`src/rtl/stream_argmax.sv`:
```
// Windowed streaming argmax: finds the max, the index of its first occurrence, and
// whether it repeated, over each window of N unsigned elements. valid/ready on both sides.
module stream_argmax #(
   parameter int DW = 4,
   parameter int N  = 8,
   parameter int IW = 3
) (
   input  logic          clk,
   input  logic          rst,
   input  logic          in_valid,
   output logic          in_ready,
   input  logic [DW-1:0] in_data,
   output logic          out_valid,
   input  logic          out_ready,
   output logic [DW-1:0] out_max,
   output logic [IW-1:0] out_idx,
   output logic          out_tie
);

   // state | meaning
   // ACC   | accepting window elements, updating running max/idx/tie
   // HOLD  | window result presented, waiting for the consumer
   typedef enum logic {ACC, HOLD} state_e;

   localparam logic [IW-1:0] LAST = IW'(N - 1);

   state_e        state_q, state_d;
   logic [IW-1:0] cnt_q, cnt_d;
   logic [DW-1:0] run_max_q, run_max_d;
   logic [IW-1:0] run_idx_q, run_idx_d;
   logic          run_tie_q, run_tie_d;
   logic [DW-1:0] out_max_q, out_max_d;
   logic [IW-1:0] out_idx_q, out_idx_d;
   logic          out_tie_q, out_tie_d;

   logic [DW-1:0] elem_max;
   logic [IW-1:0] elem_idx;
   logic          elem_tie;
   logic          elem_fire;

   assign out_valid = (state_q == HOLD);
   assign in_ready  = !out_valid;
   assign out_max   = out_max_q;
   assign out_idx   = out_idx_q;
   assign out_tie   = out_tie_q;
   assign elem_fire = in_valid && (state_q == ACC);

   // Running state after folding in the current element; element 0 always seeds.
   always_comb begin
      elem_max = run_max_q;
      elem_idx = run_idx_q;
      elem_tie = run_tie_q;
      if (cnt_q == '0) begin
         elem_max = in_data;
         elem_idx = '0;
         elem_tie = 1'b0;
      end else if (in_data > run_max_q) begin
         elem_max = in_data;
         elem_idx = cnt_q;
         elem_tie = 1'b0;
      end else if (in_data == run_max_q) begin
         elem_tie = 1'b1;
      end
   end

   always_comb begin
      state_d   = state_q;
      cnt_d     = cnt_q;
      run_max_d = run_max_q;
      run_idx_d = run_idx_q;
      run_tie_d = run_tie_q;
      out_max_d = out_max_q;
      out_idx_d = out_idx_q;
      out_tie_d = out_tie_q;
      unique case (state_q)
         ACC: begin
            if (elem_fire) begin
               run_max_d = elem_max;
               run_idx_d = elem_idx;
               run_tie_d = elem_tie;
               if (cnt_q == LAST) begin
                  out_max_d = elem_max;
                  out_idx_d = elem_idx;
                  out_tie_d = elem_tie;
                  cnt_d     = '0;
                  state_d   = HOLD;
               end else begin
                  cnt_d = cnt_q + 1'b1;
               end
            end
         end
         HOLD: begin
            if (out_ready) state_d = ACC;
         end
         default: state_d = ACC;
      endcase
   end

   always_ff @(posedge clk or posedge rst) begin
      if (rst) begin
         state_q   <= ACC;
         cnt_q     <= '0;
         run_max_q <= '0;
         run_idx_q <= '0;
         run_tie_q <= 1'b0;
         out_max_q <= '0;
         out_idx_q <= '0;
         out_tie_q <= 1'b0;
      end else begin
         state_q   <= state_d;
         cnt_q     <= cnt_d;
         run_max_q <= run_max_d;
         run_idx_q <= run_idx_d;
         run_tie_q <= run_tie_d;
         out_max_q <= out_max_d;
         out_idx_q <= out_idx_d;
         out_tie_q <= out_tie_d;
      end
   end

endmodule

```
`config.mk`:
```
export PLATFORM = sky130hd
export DESIGN_NAME = stream_argmax
export DESIGN_NICKNAME = d
export VERILOG_FILES = /design/src/rtl/stream_argmax.sv
export SDC_FILE = /design/constraint.sdc
export NUM_CORES = 1
export LEC_CHECK = 0
export BUFFER_PORTS_ARGS = -buffer_cell sky130_fd_sc_hd__clkbuf_2
export CORE_ASPECT_RATIO = 1.5
export CORE_UTILIZATION = 48
export CTS_CLUSTER_DIAMETER = 100
export DETAILED_ROUTE_END_ITERATION = 8
export GPL_TIMING_DRIVEN = 0
export HOLD_SLACK_MARGIN = 0.06
export PLACE_DENSITY = 0.78
export REMOVE_ABC_BUFFERS = 1
export SETUP_SLACK_MARGIN = 0.15
export SYNTH_ARGS = -nofsm -noshare
export SYNTH_HDL_FRONTEND = slang
export SYNTH_SLANG_ARGS = --single-unit
```
`constraint.sdc`:
```
create_clock -name clk -period 1.8 [get_ports clk]
set_input_delay 0.09 -clock clk [delete_from_list [all_inputs] [get_ports clk]]
set_output_delay 0.09 -clock clk [all_outputs]
set_load 0.01 [all_outputs]
```
======== Yosys cells after proc, flatten, opt, wreduce, memory -nomap -nowiden ========
Cells that the tools add are included.
operators by class
  add/subtract/negate cells ............... 1
  $lt $le $gt $ge ......................... 1
  eq/ne operators ......................... 2
  mux-type cells .......................... 12
  bitwise logic cells ..................... 1
  reductions and logical operators ........ 5
operator list
  kind                                                            number
  3-bit 2-to-1 mux                                                3
  4-bit 2-to-1 mux                                                2
  1-bit 2-to-1 mux                                                6
  4-bit == test                                                   1
  4-bit greater-than comparator                                   1
  3-bit by 1-bit adder with 3-bit output (second input constant)  1
  3-bit == test (second input constant)                           1
  3-bit zero test                                                 1
  3-bit AND reduction                                             1
  1-bit one-hot mux with 2 select lines                           1
  2-bit AND reduction                                             1
  1-bit logical AND                                               1
  1-bit zero test                                                 1
  1-bit inverter                                                  1
word-level totals
  bits in registers ....................... 20
  bits of input ports ..................... 8
  output and inout port bits .............. 10

======== Logic depth before layout (Yosys ltp) ========
Gate-level depths: netlist of the first run.
  depth after elaboration ................. 4
  mapped depth ............................ 7
  depth with buffers taken out ............ 7

======== Worst setup path after synthesis of the first run ========
No wires, ideal clock.
  path type ............................... register to register
  start ................................... reg run_max_q[3]
  end ..................................... reg run_max_q[0]
  arrival ................................. 1799 ps
  required time ........................... 1675 ps
  path slack .............................. -124 ps
  stages on the path, launching flop included .. 8
  buffers on the path ..................... 0
  period minus slack after synthesis ...... 1924 ps
  cell sequence ........................... dfrtp_1 -> inv_1 -> ha_1 -> and4_4 -> and2_4 -> a31oi_4 -> and2_4 -> mux2_4
between the ends
  cells in the longest elaborated chain, start to end .. 3
RTL lines
  element                        line  RTL
  from (decl)                    29    logic [DW-1:0] run_max_q, run_max_d;
  from (signal assigned)         112   run_max_q <= run_max_d;
  4-bit greater-than comparator  57    end else if (in_data > run_max_q) begin
  4-bit 2-to-1 mux               57
  4-bit 2-to-1 mux               53    if (cnt_q == '0) begin
Every way passes these cells.
A chain may end at the register's enable or synchronous reset.

======== Worst setup path in the final report of the first run ========
  start ................................... reg run_max_q[2]
  end ..................................... reg run_max_q[0]
The elaborated chain is that of the path after synthesis.

==> key figures, run 1 <==
Status
  – Status: finished, violations left
  – Failing checks: negative setup slack

Pwr
  – VDD IR-drop max: just over 1000 uV
  – P_leak: 0.000687 uW
  – Final Total Pwr: 2630 uW
  – Power density cells: 1850 nW/um2

Worst hold path
  – Worst Hold Depth: 3
  – Hold wc startpoint: in_data[1]
  – Min-Delay Endpoint: run_max_q[1]
  – HP Class: input pin to flip-flop

Setup path
  – Biggest cell delay along the critical path: 0.41 ns
  – Data required, critical path: 1.98 ns
  – Worst r2r dst: run_max_q[0]
  – R2R Setup Slk: -0.03 ns
  – Worst setup path class: flip-flop to flip-flop
  – CP arrival: 2.01 ns
  – Register-to-Register Path Depth: 7
  – CP most frequent cell: and2_4
  – Worst-path cell with the longest stage delay: dfrtp_1
  – Crit path from: run_max_q[2]
  – Type of origin of the critical path: flip-flop
  – Crit-path cells: inv_2 -> ha_4 -> and4_4 -> and2_4 -> a31oi_4 -> and2_4 -> mux2_4
  – CP endpoint kind: flip-flop
  – Crit path max fanout: 3
  – Worst r2r src: run_max_q[2]

GRT
  – Via count of the first global-routing pass: 910
  – First-pass GRT wire length: 4080 um
  – Total gr overflow: 0
  – Initial antenna violation count: 0
  – Largest net degree at the start of global routing: 21
  – GRT Resource Usage Total: 26.1%

STA
  – Actual slew at the worst max-slew pin: 0.746 ns
  – Total negative slack: -0.0298 ns
  – Worst setup margin: -0.0298 ns
  – Tcrit/Tclk final: 102%
  – RSZ-0062 raised after global routing: true
  – Final Skew: 0.00750 ns
  – Min Tclk post-route: 1.83 ns
  – Max_slew headroom: between 50% and 60%
  – Final hold vios: 0
  – Final slew viol count: 0
  – # setup viols final: 1
  – Max Freq: approximately 550 MHz

Yosys
  – Seq/Total Area, Yosys: 48.3%
  – Synth cell types: 26
  – Largest area contributor in the netlist: dfrtp_1
  – Syn avg cell area: approximately 10 um2
  – Yosys top cell area share: 48.3%
  – Yosys Warn Count: 0
  – Yosys reg bits: 20
  – Synth area leaders: dfrtp_1, ha_1, mux2i_1
  – Cell area after synthesis: slightly above 1000 um2
  – Syn Inst Count: 100

Clocking
  – Total CTS buffers: 3
  – H-tree depth: 1
  – Clk buf depth: 2
  – CTS Root Cell: clkbuf_4
  – Clk Latency, worst-skew pair: 0.30 ns
  – Clock sinks: 20
  – CTS tree: done
  – Reg clk slew, reported paths: 0.11 ns

Final layout
  – Post-route cell area: 1420 um2
  – Commonest cells after routing, fill and taps aside: dfrtp_1, clkbuf_2, buf_4, nand2_1, nor2_1
  – Layout cells sized above 1: 42.2%
  – Ant diodes: 0
  – Finished Core Util: a little over two thirds
  – Leading cell type in the layout, fill and taps excluded: dfrtp_1
  – P&R area growth vs syn: 36.7%
  – Final nets: between 150 and 200

Detailed routing
  – Via density: 5.59
  – Initial drt markers: 27
  – Routed len/inst: 16.6 um
  – Final ANT Viol Nets: 0
  – Post-route DRC: 0
  – Vias after detailed routing: 877
  – Total iterations of the first detailed-routing run: 4
  – Drt total wl: 2610 um

Place
  – GP Congestion: approximately 0.71
  – IO Port Bufs: 17
  – DPL Wire Length: about 1500 um
  – Area after DPL: 1140 um2
  – Place WS: -0.285 ns

Floorplanning
  – IO Pins: 18
  – Die height: 58.9 um
  – Die outline width: 39.9 um
  – FP Rows: 20
  – Starting Density: 51.1%
  – Core area: 2030 um2
  – Die ar.: 2350 um2

Job
  – Max-cap violations: 0
## synthesized netlist by cell type
| library cell | instances |
|---|---|
| nand3b_1 | 1 |
| or3_1 | 1 |
| nor2_1 | 9 |
| o21ai_0 | 8 |
| o31ai_1 | 1 |
| a21oi_2 | 1 |
| nand2b_4 | 1 |
| nand2_1 | 10 |
| and2_1 | 2 |
| nand3_1 | 3 |
| o21a_1 | 1 |
| and4_4 | 1 |
| a31oi_4 | 1 |
| o211ai_2 | 1 |
| nor3_1 | 2 |
| mux2_4 | 1 |
| a32o_1 | 2 |
| a21oi_1 | 6 |
| dfrtp_1 | 20 |
| clkbuf_1 | 2 |
| o32a_1 | 1 |
| ha_1 | 7 |
| inv_1 | 8 |
| and2_4 | 2 |
| mux2i_1 | 6 |
| nor2b_1 | 2 |
## worst max-delay path, delay by kind of cell (launching register included)
family,cells,cell delay (ns)
compound gates,1,0.19
buf+inv,1,0.08
flops,1,0.41
mux,1,0.29
fa+ha+maj,1,0.21
simple gates,3,0.54
## stage by stage
stage / instances / hold slack, ns
floorplan: 98 / 0.0538
global placement: 137 / 0.234
detailed placement: 137 / 0.241
CTS: 151 / 0.0702
global route: 157 / 0.0741
finish: 157 / 0.0788
## report_power, final
part / internal, uW / total (uW) / leakage [uW] / switching (uW)
Clock: 77.9 / 203 / 0.0000138 / 125
Sequential: 653 / 799 / 0.000251 / 146
Combinational: 834 / 1620 / 0.000422 / 791
Total: 1560 / 2630 / 0.000687 / 1060
## timing repair
| action | in CTS | in global routing |
|---|---|---|
| endpoints found under the hold margin | 22 | 0 |
| pin swaps | 8 | 10 |
| gates cloned | 0 | 0 |
| setup buffers | 8 | 6 |
| setup endpoints to repair | 17 | 16 |
| hold buffers | 3 | 0 |
| gates resized for setup | 19 | 8 |
## cell type report
cell class              instances  area (um2)
clock buffers                   3        22.5
well taps                      22        27.5
fillers                       158         611
multi-input cells              70         604
inverters                       8        30.0
flip-flops and latches         20         500
repair buffers                 34         231
## flip-flops by register name (all words and copies together) (netlist names)
name	count
run_tie_q	1
out_idx	3
run_max_q	4
out_valid	1
out_tie	1
out_max	4
cnt_q	3
run_idx_q	3
## cells by family (layout without fill, tap and decap cells)
kind of cell,after synthesis,after routing,synth area share [%]
AND/OR/NAND/NOR,34,34,17.1
AO/OA/AOI/OAI,22,22,15.2
flip-flops,20,20,48.3
buffers and inverters,10,45,3.62
adder cells (fa/ha/maj),7,7,8.45
multiplexers,7,7,7.25
## worst max path at each step
stage	end	slack [ns]	depth (start not counted)
detailed placement	run_max_q[0]	-0.29	7
global route	run_max_q[0]	-0.07	7
floorplan	run_max_q[0]	-0.13	7
CTS	run_max_q[0]	0.03	7
finish	run_max_q[0]	-0.03	7
global placement	run_max_q[0]	-0.25	7
## routing by layer
metal,share of wire [%],wire length [um],global-route usage [%]
met1,36,936,28.2
met2,61,1590,47.7
met4,1.4,36,11.8
met5,0,0,0
met3,1.8,46,2.26
No activity file was read; power rests on OpenSTA's default activity.
==> run 2: changes to the inputs <==
==> constraint.sdc (replaced) <==
create_clock -name clk -period 1.8 [get_ports clk]
set_input_delay 0.18 -clock clk [delete_from_list [all_inputs] [get_ports clk]]
set_output_delay 0.18 -clock clk [all_outputs]
set_load 0.01 [all_outputs]
==> key figures, run 2 (synthesis results as in run 1) <==
Detailed routing
  – Met1 WL: 959 um
  – Post-route DRC: 0
  – Via density: 5.63
  – Drt total wl: 2630 um
  – Highest metal layer with signal wires: met4
  – Vias after detailed routing: 878
  – Initial drt markers: 23
  – Met3 routed WL: ~48 um
  – Total iterations of the first detailed-routing run: 4
  – Routed length on met2: 1570 um
  – Final ANT Viol Nets: 0
  – Routed len/inst: 16.8 um

Setup path
  – Worst-path cell with the longest stage delay: dfrtp_1
  – Type of origin of the critical path: flip-flop
  – Crit-path cells: inv_2 -> ha_4 -> and4_4 -> and2_4 -> a31oi_4 -> and2_4 -> mux2_4
  – Data required, critical path: 2.00 ns
  – Crit path max fanout: 3
  – Worst setup path class: flip-flop to flip-flop
  – CP endpoint kind: flip-flop
  – Worst r2r src: run_max_q[2]
  – Crit path from: run_max_q[2]
  – CP arrival: 2.02 ns
  – Biggest cell delay along the critical path: 0.41 ns
  – CP most frequent cell: and2_4

Place
  – IO Port Bufs: 17
  – DPL Wire Length: around 1500 um
  – Place WS: -0.285 ns
  – Area after DPL: around 1100 um2
  – GP Congestion: between 0.7 and 0.8

Final layout
  – P&R area growth vs syn: 35.3%
  – Final nets: between 150 and 200
  – Layout cells sized above 1: between 40% and 50%
  – Leading cell type in the layout, fill and taps excluded: dfrtp_1
  – Post-route cell area: 1400 um2
  – Commonest cells after routing, fill and taps aside: dfrtp_1, clkbuf_2, buf_4, nand2_1, nor2_1
  – Ant diodes: 0

Pwr
  – Switch Pwr: 1070 uW
  – Power density cells: 1870 nW/um2
  – Switching share of power: 40.7%
  – Int Power: 1560 uW
  – VDD IR-drop max: 1020 uV
  – Clock share of power: 8.0%
  – Flop pwr share: 30.3%
  – P_leak: 0.000681 uW
  – Gate power share: slightly above 60%

STA
  – RSZ-0062 raised after global routing: true
  – Final slew viol count: 0
  – Worst setup margin: -0.0208 ns
  – Final hold vios: 0
  – Final Skew: 0.00210 ns
  – Max_slew headroom: 50.6%
  – # setup viols final: 1
  – Min Tclk post-route: 1.82 ns
  – Actual slew at the worst max-slew pin: approximately 0.74 ns
  – Tcrit/Tclk final: 101%
  – Max Freq: 549 MHz

Job
  – Max-cap violations: 0

Status
  – Failing checks: negative setup slack
  – Status: finished, violations left

Clocking
  – Clk Latency, worst-skew pair: 0.30 ns
  – CTS tree: done
  – CTS Root Cell: clkbuf_4
  – Clk buf depth: 2
  – Total CTS buffers: 3
  – H-tree depth: 1
  – Reg clk slew, reported paths: 0.10 ns
  – Clock sinks: 20

GRT
  – Initial antenna violation count: 0
  – First-pass GRT wire length: roughly 4000 um
  – Largest net degree at the start of global routing: 21
  – Total gr overflow: 0
  – Via count of the first global-routing pass: 902
  – GRT Resource Usage Total: between 20% and 30%

Worst hold path
  – Hold wc startpoint: in_data[0]
  – HP Class: input pin to flip-flop

Floorplanning
  – Starting Density: 51.1%
  – Die outline width: 39.9 um
  – IO Pins: 18
  – Core area: 2030 um2
  – Die height: just under 60 um
  – FP Rows: 20
  – Die ar.: 2350 um2
## run 2: path summary, 6_finish.rpt
path | end | slack [ns] | cells after the start
max | run_max_q[0] | -0.02 | 7
min | run_max_q[0] | 0.14 | 2
max reg2reg | run_max_q[0] | -0.02 | 7
min reg2reg | out_idx[1] | 0.50 | 2
max in group asynchronous | run_max_q[0] | 0.81 | 3
min in group asynchronous | out_valid | 0.52 | 3
## run 2: power groups by stage
stage / registers [uW] / logic, uW / clock network [uW]
3_5_place_dp: 797 / 1010 / 0
5_1_grt: 819 / 1750 / 230
3_3_place_gp: 783 / 981 / 0
2_1_floorplan: 812 / 720 / 0
6_report: 797 / 1620 / 209
4_1_cts: 791 / 1370 / 209
## run 2: worst max-delay path: cells and delay by family, from the launching register on
family	cells	cell delay (ns)
muxes	1	0.29
and+or+nand+nor	3	0.54
adders and majority gates	1	0.20
AOI/OAI and AO/OA	1	0.19
DFF	1	0.41
buffers and inverters	1	0.09
## run 2: repair_timing
action | in CTS | in global routing
pin swaps | 8 | 8
resized for setup | 19 | 7
setup endpoints to repair | 17 | 16
endpoints found under the hold margin | 21 | 0
hold buffers | 2 | 0
buffers inserted | 8 | 6
## run 2: cell type report
type / count / area, um2
Timing Repair Buffer: 33 / 221
Inverter: 8 / 30.0
Tap cell: 22 / 27.5
Fill cell: 153 / 626
Sequential cell: 20 / 500
Multi-Input combinational cell: 70 / 599
Clock buffer: 3 / 22.5
## run 2: metal layers
layer  GRT usage [%]  up-vias
li1                -      414
met1            27.9      446
met2            48.2       13
met3            2.64        5
met4            11.3        0
met5               0        -
## run 2: per-stage QoR
stage	hold slack, ns	cells	TNS [ns]	utilization, %	power [uW]
floorplan	0.144	98	-0.125	-	1530
global placement	0.324	137	-0.571	56.3	1760
detailed placement	0.331	137	-1.13	56.3	1810
CTS	0.144	150	0	65.6	2370
global route	0.144	156	-0.370	69.1	2800
finish	0.142	156	-0.0208	69.1	2630
